==> config.mk <==
export PLATFORM = sky130hd
export DESIGN_NAME = decode_instr_encoder
export DESIGN_NICKNAME = d
export VERILOG_FILES = /design/src/rtl/decode_instr_encoder_pkg.sv /design/src/rtl/decode_instr_encoder_imm_scatter.sv /design/src/rtl/decode_instr_encoder.sv
export SDC_FILE = /design/constraint.sdc
export NUM_CORES = 1
export LEC_CHECK = 0
export CAP_MARGIN = 20
export CORE_UTILIZATION = 47
export DETAILED_ROUTE_END_ITERATION = 7
export GPL_TIMING_DRIVEN = 0
export PLACE_DENSITY = 0.8
export SYNTH_ARGS = -nofsm -noshare
export SYNTH_HDL_FRONTEND = slang
export SYNTH_SLANG_ARGS = --single-unit
==> constraint.sdc <==
create_clock -name clk -period 3.2 [get_ports clk]
set_input_delay 0.64 -clock clk [delete_from_list [all_inputs] [get_ports clk]]
set_output_delay 0.64 -clock clk [all_outputs]
set_load 0.02 [all_outputs]
==> src/rtl/decode_instr_encoder_pkg.sv <==
// Shared decode/encode types.
// Purpose : opcode / funct3 / immediate-format types used by the decoder
//           and by the instruction encoder, plus the encoder error code.
// Contents: opcode_t, funct3_t, OPCODE_* constants, imm_type_t, enc_err_t,
//           upper_uniform() helper for sign-extension range checks.
package decode_instr_encoder_pkg;

  typedef logic [6:0] opcode_t;
  typedef logic [2:0] funct3_t;

  localparam opcode_t OPCODE_LOAD   = 7'h03;
  localparam opcode_t OPCODE_OP_IMM = 7'h13;
  localparam opcode_t OPCODE_AUIPC  = 7'h17;
  localparam opcode_t OPCODE_STORE  = 7'h23;
  localparam opcode_t OPCODE_OP     = 7'h33;
  localparam opcode_t OPCODE_LUI    = 7'h37;
  localparam opcode_t OPCODE_BRANCH = 7'h63;
  localparam opcode_t OPCODE_JALR   = 7'h67;
  localparam opcode_t OPCODE_JAL    = 7'h6F;
  localparam opcode_t OPCODE_SYSTEM = 7'h73;

  typedef enum logic [2:0] {
    IMM_NONE = 3'd0,
    IMM_I    = 3'd1,
    IMM_S    = 3'd2,
    IMM_B    = 3'd3,
    IMM_U    = 3'd4,
    IMM_J    = 3'd5,
    IMM_C    = 3'd6
  } imm_type_t;

  typedef enum logic [1:0] {
    ENC_OK    = 2'd0,
    ENC_ALIGN = 2'd1,
    ENC_RANGE = 2'd2
  } enc_err_t;

  // True when v[31:lsb] is all zeros or all ones, i.e. v is representable
  // as a sign-extended (lsb+1)-bit value.
  function automatic logic upper_uniform(input logic [31:0] v, input int unsigned lsb);
    logic [31:0] m;
    m = 32'hFFFF_FFFF << lsb;
    return ((v & m) == m) || ((v & m) == 32'h0);
  endfunction

endpackage

==> src/rtl/decode_instr_encoder_imm_scatter.sv <==
// encode_imm_scatter: purely combinational immediate scatter.
// Ports:
//   imm      in  32  immediate (byte offset / full value)
//   imm_type in      packing format
//   imm_bits out 32  immediate contribution in instruction-word positions
//   imm_mask out 32  1 where the instruction word bit comes from imm_bits
module encode_imm_scatter
  import decode_instr_encoder_pkg::*;
(
  input  logic [31:0] imm,
  input  imm_type_t   imm_type,
  output logic [31:0] imm_bits,
  output logic [31:0] imm_mask
);

  always_comb begin
    imm_bits = '0;
    imm_mask = '0;
    case (imm_type)
      IMM_I: begin
        imm_bits[31:20] = imm[11:0];
        imm_mask[31:20] = '1;
      end
      IMM_S: begin
        imm_bits[31:25] = imm[11:5];
        imm_bits[11:7]  = imm[4:0];
        imm_mask[31:25] = '1;
        imm_mask[11:7]  = '1;
      end
      IMM_B: begin
        imm_bits[31]    = imm[12];
        imm_bits[30:25] = imm[10:5];
        imm_bits[11:8]  = imm[4:1];
        imm_bits[7]     = imm[11];
        imm_mask[31:25] = '1;
        imm_mask[11:7]  = '1;
      end
      IMM_U: begin
        imm_bits[31:12] = imm[31:12];
        imm_mask[31:12] = '1;
      end
      IMM_J: begin
        imm_bits[31]    = imm[20];
        imm_bits[30:21] = imm[10:1];
        imm_bits[20]    = imm[11];
        imm_bits[19:12] = imm[19:12];
        imm_mask[31:12] = '1;
      end
      IMM_C: begin
        // zimm occupies the rs1 slot; the CSR address is placed by the top.
        imm_bits[19:15] = imm[4:0];
        imm_mask[19:15] = '1;
      end
      default: ;
    endcase
  end

endmodule

==> src/rtl/decode_instr_encoder.sv <==
// decode_instr_encoder: packs discrete instruction fields into an RV32 word
// and queues it in a small output FIFO.
// Ports:
//   clk, rst            clock, asynchronous active-high reset
//   in_valid / in_ready field bundle handshake (in_ready = FIFO not full)
//   opcode_i .. imm_i   instruction fields, imm_type_i selects the format
//   out_valid/out_ready FIFO head handshake
//   instr_o, err_o      encoded word and error code at the FIFO head
// Parameter DEPTH: FIFO entries, power of two, >= 2.
// Build option: define ENC_RANGE_CHECK_EN to enable immediate alignment /
// range checking on err_o; otherwise err_o is constantly ENC_OK.
//
// Handshake: a transfer happens on any rising clk edge where valid && ready
// are both high. in_ready depends only on FIFO fullness (never on
// out_ready), so a pop in the same cycle as a full FIFO does not admit a
// push. A pushed bundle is visible at the head one cycle after its edge.
// While out_valid && !out_ready the head outputs do not change.
module decode_instr_encoder
  import decode_instr_encoder_pkg::*;
#(
  parameter int DEPTH = 2
) (
  input  logic        clk,
  input  logic        rst,
  input  logic        in_valid,
  output logic        in_ready,
  input  opcode_t     opcode_i,
  input  logic [4:0]  rd_i,
  input  funct3_t     funct3_i,
  input  logic [4:0]  rs1_i,
  input  logic [4:0]  rs2_i,
  input  logic [6:0]  funct7_i,
  input  logic [11:0] csr_addr_i,
  input  logic [31:0] imm_i,
  input  imm_type_t   imm_type_i,
  output logic        out_valid,
  input  logic        out_ready,
  output logic [31:0] instr_o,
  output enc_err_t    err_o
);

  localparam int AW = $clog2(DEPTH);
  localparam int CW = AW + 1;

  logic [31:0] imm_bits;
  logic [31:0] imm_mask;
  logic [31:0] fixed_word;
  logic [31:0] enc_word;
  enc_err_t    enc_err;

  encode_imm_scatter u_scatter (
    .imm      (imm_i),
    .imm_type (imm_type_i),
    .imm_bits (imm_bits),
    .imm_mask (imm_mask)
  );

  // R-type layout as the base; the immediate mask then overwrites whichever
  // register/funct fields the selected format does not use.
  always_comb begin
    fixed_word = {funct7_i, rs2_i, rs1_i, funct3_i, rd_i, opcode_i};
    if (imm_type_i == IMM_C) fixed_word[31:20] = csr_addr_i;
  end

  assign enc_word = (fixed_word & ~imm_mask) | (imm_bits & imm_mask);

`ifdef ENC_RANGE_CHECK_EN
  // Alignment is reported in preference to range.
  always_comb begin
    enc_err = ENC_OK;
    case (imm_type_i)
      IMM_I, IMM_S: if (!upper_uniform(imm_i, 11)) enc_err = ENC_RANGE;
      IMM_B: begin
        if (imm_i[0])                         enc_err = ENC_ALIGN;
        else if (!upper_uniform(imm_i, 12))   enc_err = ENC_RANGE;
      end
      IMM_J: begin
        if (imm_i[0])                         enc_err = ENC_ALIGN;
        else if (!upper_uniform(imm_i, 20))   enc_err = ENC_RANGE;
      end
      IMM_U: if (imm_i[11:0] != 12'h0)        enc_err = ENC_ALIGN;
      IMM_C: if (imm_i[31:5] != 27'h0)        enc_err = ENC_RANGE;
      default: ;
    endcase
  end
`else
  assign enc_err = ENC_OK;
`endif

  // Output FIFO
  logic [31:0]   mem_instr [DEPTH];
  enc_err_t      mem_err   [DEPTH];
  logic [AW-1:0] wr_ptr, rd_ptr;
  logic [CW-1:0] count;
  logic [31:0]   last_instr;
  enc_err_t      last_err;
  logic          full, empty, push, pop;

  assign full      = (count == CW'(DEPTH));
  assign empty     = (count == '0);
  assign in_ready  = !full;
  assign out_valid = !empty;
  assign push      = in_valid && !full;
  assign pop       = out_valid && out_ready;

  always_ff @(posedge clk or posedge rst) begin
    if (rst) begin
      wr_ptr     <= '0;
      rd_ptr     <= '0;
      count      <= '0;
      last_instr <= '0;
      last_err   <= ENC_OK;
      for (int i = 0; i < DEPTH; i++) begin
        mem_instr[i] <= '0;
        mem_err[i]   <= ENC_OK;
      end
    end else begin
      if (push) begin
        mem_instr[wr_ptr] <= enc_word;
        mem_err[wr_ptr]   <= enc_err;
        wr_ptr            <= wr_ptr + AW'(1);
      end
      if (pop) begin
        // Remember the departing head so the outputs hold it once empty.
        last_instr <= mem_instr[rd_ptr];
        last_err   <= mem_err[rd_ptr];
        rd_ptr     <= rd_ptr + AW'(1);
      end
      case ({push, pop})
        2'b10:   count <= count + CW'(1);
        2'b01:   count <= count - CW'(1);
        default: ;
      endcase
    end
  end

  assign instr_o = empty ? last_instr : mem_instr[rd_ptr];
  assign err_o   = empty ? last_err   : mem_err[rd_ptr];

endmodule

==> impl_results.md <==
- Final core utilization: 0.6235
- Setup Viol. Count Final: 0
- RSZ-0062 raised after global routing: no
- Fmax: 325.1 MHz
- Routed WL per cell: ~19 µm
- Slew Limit Fails: 0
- Final setup TNS: 0 ps
- Fraction of layout cells with a size suffix above 1: 0.1015
- CTS buffer count: 9
- Final HPWL DP: between 10,000 and 15,000 µm
- Crit share post-route: 0.9614
- Clock-pin slew of the registers on the worst-case setup and hold paths: ~70 ps
- Final #Nets: 808
- CP Max Fanout: 10
- Clock Latency Late Sink: 350 ps
- Status: complete, no violations
- Global route total overflow: 0
- Leak pwr: 3.259 nW
- Place WS: about 400 ps
- Simple-gate share of the synthesized area: 0.1703
- Fin worst setup slack: 123.6 ps
- HP Class: flip-flop to flip-flop
- Crit Reg-Reg Startpoint: count[0]
- DIE AREA: 12,770 µm²
- Crit path capture type: primary output
- GRT Overall Usage: 0.2677
- Synthesized instance count: about 600
- CP startpoint kind: flip-flop
- Die width: between 100 and 150 µm
- Cts hold-fix bufs: 0
- Hold Path Origin: last_instr[29]
- Io pins: about 120
- Synthesis Warnings: 0
- Routed wl met2: 7860 µm
- RePlAce Congestion: 0.9209
- Vias/cell: approximately 6.0
- Crit path kind: flip-flop to primary output
- DRT Wirelength: 16,440 µm
- M1 wire length: slightly above 7000 µm
- Asr flop ratio synth: 1.000
- Mapped Avg Cell Area: about 9.7 µm²
- Number of global-route vias before repair: between 5,000 and 6,000
- Syn_nets: between 600 and 700
- Area share of fa/ha/maj cells after synthesis: 0.002161
- Mux cell area share after synthesis: 0.1117
- # port buffers: between 100 and 150
- Die height: between 100 and 150 µm
- Top post-synthesis cells by area: dfrtp_1 (46%), mux2i_1 (7.6%), a31oi_1 (6.7%), a21oi_1 (4.1%), o21ai_0 (3.1%)
- Met3 WL: between 1000 and 1500 µm
- Placed cell count: 860
- Final Hold Fails: 0
- Synth top area share: 0.4582
- ANT nets after route: 0
- XOR/XNOR Fraction of Synth Area: 0.006051
- Max H-tree Level: 3
- Initial core utilization: 0.4820
- Root Buffer Master: clkbuf_16
- Tmin final: roughly 3100 ps
- Top layer used by detailed routing: met4
- Postcts setup bufs: 0
- Largest net degree at the start of global routing: 42
- Compound-cell area share of the yosys netlist: 0.1967
- VDD IR max: 0.0003878 V
- Flops & latches, synth: approximately 110
- Final non-filler cell area: between 7000 and 8000 µm²
- DR DRC count: 0
- Non-filler cells, final: 876
- CTS tree: built
- Clock skew: ~10 ps
- Antenna violations before repair: 0
- # diodes: 0
- First-pass GRT wire length: ~27,000 µm
- CP required: roughly 2600 ps
- Rel. slew slack: 0.5327
- Commonest non-fill, non-tap cells in the layout: dfrtp_1 (106), clkdlybuf4s50_1 (106), a31oi_1 (62), a21oi_1 (48), mux2i_1 (44)
- DP Area: 7178 µm²
- Post-synth top area cell: dfrtp_1
- Core Footprint: about 12,000 µm²
- Crit path launch: count[0]
- Initial drt markers: roughly 640
- Fillers: 977
- Resized Gates After CTS: 0
- Num Clock Sinks: 106
- Longest Clk Path Bufs: 2
- Largest family of logic cells by synthesized area: compound AO/OA/AOI/OAI gates
- Via count: approximately 5,300
- Main flop type after synthesis: dfrtp_1
- Row Count: 40
- DR pass1 iterations: 7
- Worst-margin pin slew: roughly 700 ps
- Area growth from synthesis to layout: 29.37%
- Critical Path AT: roughly 2400 ps
- Yosys cell types: 48
- Mapped cell area: approximately 5800 µm²
- Max-cap violations: 0
- Post-synth EDFFs: 0
- Sequential fraction of the synthesis area: 0.4582
- PwrDens: 996.3 nW/µm²
final timing paths:
path | to | slack, ps | cells after the start
max | instr_o[23] | 120 | 5
min | last_instr[29] | 480 | 2
max reg2reg | count[1] | 1090 | 6
min reg2reg | last_instr[29] | 480 | 2
max in group asynchronous | mem_instr[53] | 1820 | 3
min in group asynchronous | mem_instr[3] | 750 | 2
final cells by class:
type                    count  area (µm²)  share of cell area
multi-input cells         422        2819              0.3764
flip-flops and latches    106        2653              0.3542
inverters                   6       28.78            0.003842
repair buffers            118        1226              0.1637
clock inverters             4       26.28            0.003508
plain buffers              61       296.5             0.03959
well taps                 147       183.9             0.02456
clock buffers              12       256.5             0.03425
worst max-delay path, stage by stage (launching register included):
cell             delay, ps
dfrtp_1                440
or2_2                  310
clkbuf_1               160
clkbuf_1               280
a21oi_1                260
clkdlybuf4s50_1        640
kinds of logic after synthesis:
family,count (synthesis)
buf+inv,67
fa+ha+maj,1
flops,106
xor+xnor,4
simple gates,165
compound gates,191
mux,61
flip-flops by register name, summed over array words and instances (netlist names):
name        flops
wr_ptr          1
last_instr     32
rd_ptr          1
mem_err         4
last_err        2
mem_instr      64
count           2
per-stage QoR:
step | hold slack, ps | total power, mW
3_5_place_dp | 470.1 | 6.402
5_1_grt | 499.9 | 7.907
3_3_place_gp | 461.6 | 6.230
4_1_cts | 484.7 | 7.457
6_report | 484.3 | 7.462
2_1_floorplan | 450.5 | 4.772
report_power, final:
part	internal, mW	switching (mW)	leakage, nW
clock	0.570	0.481	0.139
sequential	1.98	0.351	1.26
combinational	1.74	2.35	1.86
synthesized netlist by cell type, types with 6 or more instances:
master	number
a21oi_1	48
a31oi_1	62
and3_1	10
and3b_1	12
buf_2	20
clkbuf_1	33
dfrtp_1	106
mux2_2	15
mux2i_1	44
nand2_1	41
nand4_1	6
nand4b_1	8
nor2_1	37
nor2b_1	6
nor4bb_1	6
o21ai_0	36
o31ai_1	22
or4b_1	6
routing by layer:
layer,track usage,vias up
met5,0,-
met4,0.08421,0
met3,0.04767,29
met2,0.4510,258
met1,0.3530,2553
li1,-,2457
(Power assumes the default switching activity.)
